File: src/rtl/ctrl_pkg.sv
// ctrl_pkg: constants shared by the interrupt controller and the multicycle control FSM
package ctrl_pkg;
    localparam logic [3:0]  INT_OPCODE  = 4'hF;
    localparam logic [15:0] VECTOR_BASE = 16'h0100;
    localparam logic [1:0]  ST_IDLE     = 2'd0;
    localparam logic [1:0]  ST_TAKEN    = 2'd1;
    localparam logic [1:0]  ST_SERVICE  = 2'd2;
endpackage

File: src/rtl/irq_sync_edge.sv
// irq_sync_edge: two-flop synchroniser plus rising-edge pulse for one request line
module irq_sync_edge (
    input  logic clk,
    input  logic rst,
    input  logic irq,
    output logic rise
);
    logic       meta_q, meta_d, sync_q, sync_d, prev_q, prev_d;
    logic [1:0] fill_q, fill_d;
    // prev holds 1 until the synchroniser carries real post-reset samples, so a line high through reset is no event
    always_comb begin
        meta_d = irq;
        sync_d = meta_q;
        fill_d = {fill_q[0], 1'b1};
        prev_d = fill_q[1] ? sync_q : 1'b1;
    end
    // register the synchroniser, history and fill tracker
    always_ff @(posedge clk) begin
        if (rst) begin
            meta_q <= 1'b0;
            sync_q <= 1'b0;
            prev_q <= 1'b1;
            fill_q <= 2'b00;
        end else begin
            meta_q <= meta_d;
            sync_q <= sync_d;
            prev_q <= prev_d;
            fill_q <= fill_d;
        end
    end
    assign rise = sync_q & ~prev_q;
endmodule

File: src/rtl/interrupt_controller.sv
// interrupt_controller: latches and prioritises IRQs, substitutes the interrupt opcode at fetch and saves EPC
module interrupt_controller
    import ctrl_pkg::*;
#(
    parameter int NUM_IRQ = 4,
    parameter int DATA_W  = 16,
    parameter int OP_W    = 4
) (
    input  logic               CLK,
    input  logic               Reset,
    input  logic [NUM_IRQ-1:0] IRQ,
    input  logic               IRQMaskWrite,
    input  logic [NUM_IRQ-1:0] IRQMaskData,
    input  logic               IntEnSet,
    input  logic               IntEnClr,
    input  logic               IRegWrite,
    input  logic               IntAck,
    input  logic               RetI,
    input  logic [OP_W-1:0]    Opcode_in,
    input  logic [DATA_W-1:0]  PC_in,
    output logic [OP_W-1:0]    Opcode_out,
    output logic [DATA_W-1:0]  IntVector,
    output logic [DATA_W-1:0]  EPC,
    output logic               InService,
    output logic               IntPending,
    output logic [NUM_IRQ-1:0] PendingBits
);
    localparam int ID_W = (NUM_IRQ > 1) ? $clog2(NUM_IRQ) : 1;

    logic [NUM_IRQ-1:0] rise, elig, win_oh;
    logic [NUM_IRQ-1:0] pending_q, pending_d, mask_q, mask_d;
    logic [ID_W-1:0]    winner, id_q, id_d;
    logic [1:0]         state_q, state_d;
    logic [DATA_W-1:0]  epc_q, epc_d;
    logic               gie_q, gie_d, take, ret;

    for (genvar g = 0; g < NUM_IRQ; g++) begin : g_sync
        irq_sync_edge u_sync (
            .clk  (CLK),
            .rst  (Reset),
            .irq  (IRQ[g]),
            .rise (rise[g])
        );
    end

    // fixed-priority pick of the lowest eligible line; scanning downward leaves the lowest index last
    always_comb begin
        elig   = pending_q & mask_q;
        winner = '0;
        for (int i = NUM_IRQ - 1; i >= 0; i--)
            if (elig[i]) winner = ID_W'(i);
        win_oh = NUM_IRQ'(1) << winner;
        take   = (state_q == ST_IDLE) && IRegWrite && gie_q && (|elig);
        ret    = (state_q == ST_SERVICE) && RetI;
    end

    // next state; a coincident new edge re-sets the pending bit the take clears
    always_comb begin
        pending_d = (pending_q & ~(take ? win_oh : '0)) | rise;
        mask_d    = IRQMaskWrite ? IRQMaskData : mask_q;
        gie_d     = ret ? 1'b1 : take ? 1'b0 : IntEnClr ? 1'b0 : IntEnSet ? 1'b1 : gie_q;
        state_d   = take ? ST_TAKEN
                  : (state_q == ST_TAKEN && IntAck) ? ST_SERVICE
                  : ret ? ST_IDLE : state_q;
        id_d      = take ? winner : id_q;
        epc_d     = take ? PC_in : epc_q;
    end

    // controller registers
    always_ff @(posedge CLK) begin
        if (Reset) begin
            pending_q <= '0;
            mask_q    <= '0;
            gie_q     <= 1'b0;
            state_q   <= ST_IDLE;
            id_q      <= '0;
            epc_q     <= '0;
        end else begin
            pending_q <= pending_d;
            mask_q    <= mask_d;
            gie_q     <= gie_d;
            state_q   <= state_d;
            id_q      <= id_d;
            epc_q     <= epc_d;
        end
    end

    assign Opcode_out  = (state_q == ST_TAKEN) ? OP_W'(INT_OPCODE) : Opcode_in;
    assign IntVector   = DATA_W'(VECTOR_BASE) + (DATA_W'(id_q) << 2);
    assign EPC         = epc_q;
    assign InService   = state_q != ST_IDLE;
    assign IntPending  = gie_q & (|elig);
    assign PendingBits = pending_q;
endmodule

File: config.mk
export PLATFORM = sky130hd
export DESIGN_NAME = interrupt_controller
export DESIGN_NICKNAME = d
export VERILOG_FILES = /design/src/rtl/ctrl_pkg.sv /design/src/rtl/irq_sync_edge.sv /design/src/rtl/interrupt_controller.sv
export SDC_FILE = /design/constraint.sdc
export NUM_CORES = 1
export LEC_CHECK = 0
export CELL_PAD_IN_SITES_DETAIL_PLACEMENT = 0
export CELL_PAD_IN_SITES_GLOBAL_PLACEMENT = 2
export CORE_MARGIN = 10
export CORE_UTILIZATION = 20
export DETAILED_ROUTE_END_ITERATION = 8
export PLACE_DENSITY_LB_ADDON = 0.3
export RECOVER_POWER = 100
export SYNTH_ARGS = -nofsm -noshare
export SYNTH_HDL_FRONTEND = slang
export SYNTH_SLANG_ARGS = --single-unit
File: constraint.sdc
create_clock -name CLK -period 1.5 [get_ports CLK]
set_input_delay 0.225 -clock CLK [delete_from_list [all_inputs] [get_ports CLK]]
set_output_delay 0.225 -clock CLK [all_outputs]
set_load 0.005 [all_outputs]
==> run_results.csv, run 1 <==
group,metric,value,unit
status,status,"complete, but fails checks",
status,violations,"negative setup slack",
synth,synthCells,186,
floorplanning,die-area,12230,um^2
global_routing,use_met3,3.404,%
synth,avgSynthCellArea,8.826,um^2
placement,placed_area,2460,um^2
placement,globalplace.congestion,0.7000,
floorplanning,io_pins,78,
synth,synth_edf_count,0,
floorplanning,core_area,7848,um^2
route,dr.first_iter.drc_count,27,
route,drt_first_pass_iters,4,
worst_hold_path,hold_path_class,"reg2reg",
route,drc,0,
setup_path,cp_max_fo,7,
power,max-vdd-ir-drop,0.2848,mV
power,pwr_density_cell,787.8,nW/um^2
global_routing,antenna_found_initial,0,
sta,worst_slack,-81.71,ps
power,p_leak,1.037,nW
placement,port_buffers,63,
clock_tree,clkLatencyLatePin,290,ps
synth,synth_flop_cell,"dfxtp_1",
floorplanning,rows,32,
final_layout,syn2layout_area_growth,64.18,%
floorplanning,start_util,20.92,%
route,wl,4785,um
clock_tree,cts_root_buf,"clkbuf_8",
sta,setup_viol,5,
sta,fmax,632.2,MHz
sta,fin_tns_setup,-239.8,ps
final_layout,n_antenna_cell,0,
sta,rsz0062_at_grt,"yes",
sta,worst_pin_slew,564.9,ps
setup_path,required,1270,ps
clock_tree,path_clk_slew,90,ps
final_layout,regArea,868.3,um^2
global_routing,top_usage_layer,"met2",
route,num_vias,1424,
final_layout,fin_area,2695,um^2
placement,dp_hpwl,3576,um
global_routing,grt_max_degree,22,
synth,ys_seq_area_share,52.44,%
final_layout,fill_cells,853,
sta,final-max-slew-violation-count,0,
setup_path,setup.worst_path.class,"reg2out",
sta,fin_crit,1582,ps
clock_tree,cts_tree,"yes",
global_routing,grt_pass1_wl,7652,um
setup_path,arrival,1360,ps
synth,async_reset_ff_share,0,%
sta,fin_worst_skew,7.528,ps
clock_tree,h-tree-depth,2,
setup_path,end_kind,"primary output",
route,final_antenna_net_count,0,
sta,relSlewSlack,62.34,%
global_routing,grt_use_total,7.657,%
final_layout,drive_above_1_share,22.96,%
setup_path,cp-start-kind,"flop",
synth,yosysUniqueCellTypes,27,
sta,final_hold_viol_count,0,
global_routing,grt_pass1_vias,1459,
floorplanning,die_x,110.6,um
floorplanning,die_height,110.6,um
synth,yosysWarningCount,0,
global_routing,gr-total-overflow,0,
final_layout,nNetsFinal,305,
final_layout,multi_input_area,770.7,um^2
global_routing,use_met2,11.19,%
flow_run,maxCapViolations,0,
route,vias_per_cell,3.828,
global_routing,grtUsageMet1,9.521,%
route,wl_per_cell,12.86,um
clock_tree,cts.path.max_buffers,2,
synth,synthesis.area,1642,um^2
clock_tree,clock-sinks,43,
sta,finalCritPeriodShare,105.4,%
synth,synth-seq-cells,43,
clock_tree,numCtsBuffers,5,
## power breakdown
group	switching, mW	internal [mW]
clock	0.415	0.333
sequential	0.00963	1.17
combinational	0.0716	0.129
total	0.496	1.63
## worst paths after layout
check | end | depth (start not counted) | slack, ps | start
worst max-delay path | Opcode_out[3] | 3 | -80 | state_q[1]$_SDFFE_PP0P_
worst min-delay path | g_sync[0].u_sync.prev_q$_SDFF_PP1_ | 1 | 440 | g_sync[0].u_sync.sync_q$_SDFF_PP0_
worst max register to register | id_q[0]$_SDFFE_PP0P_ | 6 | -40 | state_q[0]$_SDFFE_PP0P_
worst min register to register | g_sync[0].u_sync.prev_q$_SDFF_PP1_ | 1 | 440 | g_sync[0].u_sync.sync_q$_SDFF_PP0_
## cell families after synthesis
| kind of cell | synth area share (%) |
|---|---|
| AO/OA/AOI/OAI | 13.26 |
| AND/OR/NAND/NOR | 21.65 |
| multiplexers | 2.439 |
| other | 0.4575 |
| buffers and inverters | 9.756 |
| flip-flops | 52.44 |
## sequential cells by signal, summed over array words and instances, names as in the netlist
name	cells
g_sync.u_sync.fill_q	2
g_sync.u_sync.meta_q	4
id_q	2
state_q	2
mask_q	4
PendingBits	4
g_sync.u_sync.sync_q	4
EPC	16
gie_q	1
g_sync.u_sync.prev_q	4
## critical path, stage by stage, from the launching register on
cell and delay [ps]:
dfxtp_2 350, nand2b_4 150, nand2b_1 70, clkdlybuf4s50_1 500
## layout make-up
cell class / count / area share [%]
Timing Repair Buffer: 87 / 30.69
Clock inverter: 3 / 0.9285
Tap cell: 102 / 4.735
Sequential cell: 43 / 32.22
Inverter: 2 / 0.2786
Clock buffer: 5 / 2.553
Multi-Input combinational cell: 130 / 28.60
## synth_stat cells, types with 2 or more instances
cell / instances / area [um^2]
conb_1: 2 / 7.510
inv_1: 2 / 7.510
buf_2: 2 / 10.01
buf_1: 2 / 7.510
a22o_1: 2 / 17.52
o21ai_0: 4 / 20.02
clkbuf_1: 3 / 11.26
dfxtp_1: 43 / 860.8
nor2_1: 7 / 26.28
nand2_1: 37 / 138.9
nand3_1: 2 / 10.01
nand2b_1: 11 / 68.82
nor2b_1: 13 / 81.33
a21oi_1: 25 / 125.1
o21a_1: 2 / 15.01
buf_4: 15 / 112.6
mux2i_1: 4 / 40.04
## metal layers
metal | routed length, um | share of wire, %
met1 | 2406 | 50
met5 | 0 | 0
met4 | 30 | 0.63
met3 | 329 | 6.9
met2 | 2018 | 42
## layout by cell type, fill, tap and decap left out, types with 3 or more instances in the layout
cell | Yosys | routed
dlygate4sd2_1 | 0 | 4
clkdlybuf4s50_1 | 0 | 54
clkbuf_1 | 3 | 3
nand2_2 | 0 | 12
mux2i_1 | 4 | 4
o21ai_0 | 4 | 4
buf_6 | 1 | 4
conb_1 | 2 | 14
dfxtp_2 | 0 | 3
nand2b_1 | 11 | 10
dfxtp_1 | 43 | 39
dlymetal6s2s_1 | 0 | 3
buf_4 | 15 | 13
clkbuf_2 | 0 | 3
clkbuf_8 | 0 | 5
a21oi_2 | 0 | 10
nor2_1 | 7 | 7
nor2b_1 | 13 | 13
a21oi_1 | 25 | 15
nand2_1 | 37 | 23
## stage by stage
stage	hold slack (ps)	setup WS (ps)	cells	power [mW]	util (%)
floorplan	353.2	41.63	198	1.291	-
global placement	416.3	-213.3	359	1.408	31.35
detailed placement	422.7	-270.2	359	1.407	31.35
CTS	445.6	-113.5	368	2.183	32.96
global route	460.1	-147.3	372	2.243	34.34
finish	437.1	-81.71	372	2.123	34.34
## repair_timing
action                                 in CTS  in global routing
gates resized for setup                    15                 40
setup endpoints to repair                  10                 25
setup buffers                               1                  3
endpoints found under the hold margin       0                  0
cloned                                      0                  1
hold buffers                                0                  0
pin swaps                                   2                 27
No activity file was read; power rests on OpenSTA's default activity.
==> run 2: changes to the inputs <==
- ABC_AREA: default -> 1
==> run_results.csv, run 2 <==
group,metric,value,unit
synth,synthesis.area,1775,um^2
final_layout,final_cells,409,
global_routing,gr-total-overflow,0,
clock_tree,path_clk_slew,80,ps
global_routing,grt_max_degree,23,
route,drc,0,
setup_path,path_delay_family,"flip-flops",
floorplanning,die-area,13050,um^2
clock_tree,h-tree-depth,2,
setup_path,r2r_start,"state_q[0]$_SDFFE_PP0P_",
global_routing,grt_pass1_wl,7562,um
floorplanning,core_area,8678,um^2
synth,yosysWarningCount,0,
setup_path,r2r_setup_slack,150,ps
worst_hold_path,hold_path_class,"reg2reg",
setup_path,max_stage_delay,330,ps
clock_tree,cts_hold_buffers,0,
placement,placed_area,2549,um^2
sta,worst_pin_slew,619.5,ps
synth,ys_seq_area_share,48.48,%
sta,final-max-slew-violation-count,0,
power,pwr_density_cell,817.7,nW/um^2
sta,finalCritPeriodShare,95.58,%
floorplanning,io_pins,78,
power,p_leak,1.250,nW
flow_run,maxCapViolations,0,
route,final_antenna_net_count,0,
synth,synthCells,224,
floorplanning,rows,34,
setup_path,setup.worst_path.class,"reg2out",
clock_tree,cts_root_buf,"clkbuf_8",
setup_path,end_kind,"primary output",
setup_path,timing.critical_path.buf_inv,2,
placement,port_buffers,63,
synth,synthTopCellsByCount,"nor2_1 (54), dfxtp_1 (43), inv_1 (29), nand2_1 (17), buf_4 (14)",
final_layout,fin_area,2654,um^2
floorplanning,die_height,114.2,um
setup_path,crit_slowest_cell,"dfxtp_2",
route,vias_per_cell,3.631,
sta,whs,401.2,ps
final_layout,nNetsFinal,336,
status,status,"completed",
power,max-vdd-ir-drop,0.3209,mV
final_layout,n_antenna_cell,0,
setup_path,required,1270,ps
sta,relSlewSlack,58.70,%
clock_tree,numCtsBuffers,5,
final_layout,drive_above_1_share,15.61,%
setup_path,arrival,1210,ps
setup_path,cp-startpoint,"state_q[0]$_SDFFE_PP0P_",
placement,dp_hpwl,3812,um
route,num_vias,1485,
clock_tree,cts_setup_buffers,0,
synth,yosysMostFrequentCell,"nor2_1",
synth,synthTopCellsByArea,"dfxtp_1 (48%), nor2_1 (11%), inv_1 (6.1%)",
clock_tree,cts_tree,"yes",
power,power.total,2.170,mW
global_routing,grt_use_total,7.222,%
synth,async_reset_ff_share,0,%
sta,setup_viol,0,
synth,synth_flop_cell,"dfxtp_1",
sta,fin_crit,1434,ps
worst_hold_path,hold_start,"g_sync[3].u_sync.meta_q$_SDFF_PP0_",
synth,avgSynthCellArea,7.926,um^2
route,wl,4825,um
clock_tree,cts.path.max_buffers,2,
final_layout,largest_reg_flops,16,
placement,globalplace.congestion,0.6996,
final_layout,final_common_cell,"nor2_1",
route,dr.first_iter.drc_count,63,
floorplanning,die_x,114.2,um
placement,dp.cells,401,
final_layout,mostFrequentLayoutCells,"nor2_1 (54), clkdlybuf4s50_1 (50), dfxtp_1 (40), inv_1 (30), nand2_1 (16)",
synth,synth_edf_count,0,
global_routing,antenna_found_initial,0,
sta,rsz0062_at_grt,"no",
setup_path,cp-start-kind,"flop",
setup_path,cp_max_fo,5,
clock_tree,clkLatencyLatePin,290,ps
synth,yosysUniqueCellTypes,25,
setup_path,path_cells,"inv_1, or2_4, nand2_1, dlygate4sd2_1",
route,drt_first_pass_iters,4,
floorplanning,start_util,20.46,%
route,wl_per_cell,11.80,um
sta,fmax,697.5,MHz
sta,final_hold_viol_count,0,
sta,fin_worst_skew,6.844,ps
synth,yosys.area.top_type_share,48.48,%
sta,fin_tns_setup,0,ps
synth,synth-seq-cells,43,
synth,yosysTopAreaCell,"dfxtp_1",
final_layout,syn2layout_area_growth,49.47,%
clock_tree,clock-sinks,43,
global_routing,grt_pass1_vias,1501,
final_layout,fill_cells,955,
[run 2: timing repair]
action / CTS / global route
setup endpoints to repair: 26 / 7
pin swaps: 1 / 4
resized for setup: 13 / 11
[run 2: area by class of cell]
cell class | count | area (um^2) | share of cell area (%)
sequential | 43 | 864.6 | 32.58
inverter | 30 | 112.6 | 4.243
timing repair buffer | 79 | 758.2 | 28.57
clock buffer | 8 | 100.1 | 3.772
multi-input combinational | 141 | 683.2 | 25.74
tap | 108 | 135.1 | 5.092
[run 2: per-stage QoR]
step	util [%]	worst slack, ps
6_report	30.58	66.37
5_1_grt	30.58	2.359
4_1_cts	30.64	4.381
3_5_place_dp	29.37	-89.09
3_3_place_gp	29.37	-71.94
2_1_floorplan	-	401.2
[run 2: path summary, 6_finish.rpt]
path,to,depth (start not counted)
setup reg to reg,EPC[1]$_SDFFE_PP0P_,7
hold reg to reg,g_sync[3].u_sync.sync_q$_SDFF_PP0_,2
setup / recovery,Opcode_out[1],4
hold / removal,g_sync[3].u_sync.sync_q$_SDFF_PP0_,2
[run 2: report_power, final]
| group | leakage (nW) | internal, mW | switching, mW |
|---|---|---|---|
| Combinational | 0.846 | 0.116 | 0.0748 |
| Sequential | 0.352 | 1.17 | 0.0104 |
| Clock | 0.0515 | 0.420 | 0.380 |
| Total | 1.25 | 1.70 | 0.465 |
[run 2: cell families after synthesis]
family	after synthesis	synth area share [%]
other	2	0.4230
AO/OA/AOI/OAI	33	11.13
flip-flops	43	48.49
AND/OR/NAND/NOR	94	24.03
buffers and inverters	52	15.93
[run 2: per-layer routing]
layer | global-route usage, % | share of wire [%] | vias to the layer above
li1 | - | - | 803
met1 | 8.698 | 46 | 630
met2 | 11.31 | 45 | 47
met3 | 2.830 | 7.4 | 5
met4 | 2.757 | 1.2 | 0
met5 | 0 | 0 | -
[run 2: worst reg2reg max path, delay by kind of cell, from the launching register on]
kind                   cells  cell delay, ps
and+or+nand+nor            4             550
buffers and inverters      2             320
DFF                        1             320
AOI/OAI and AO/OA          1              90
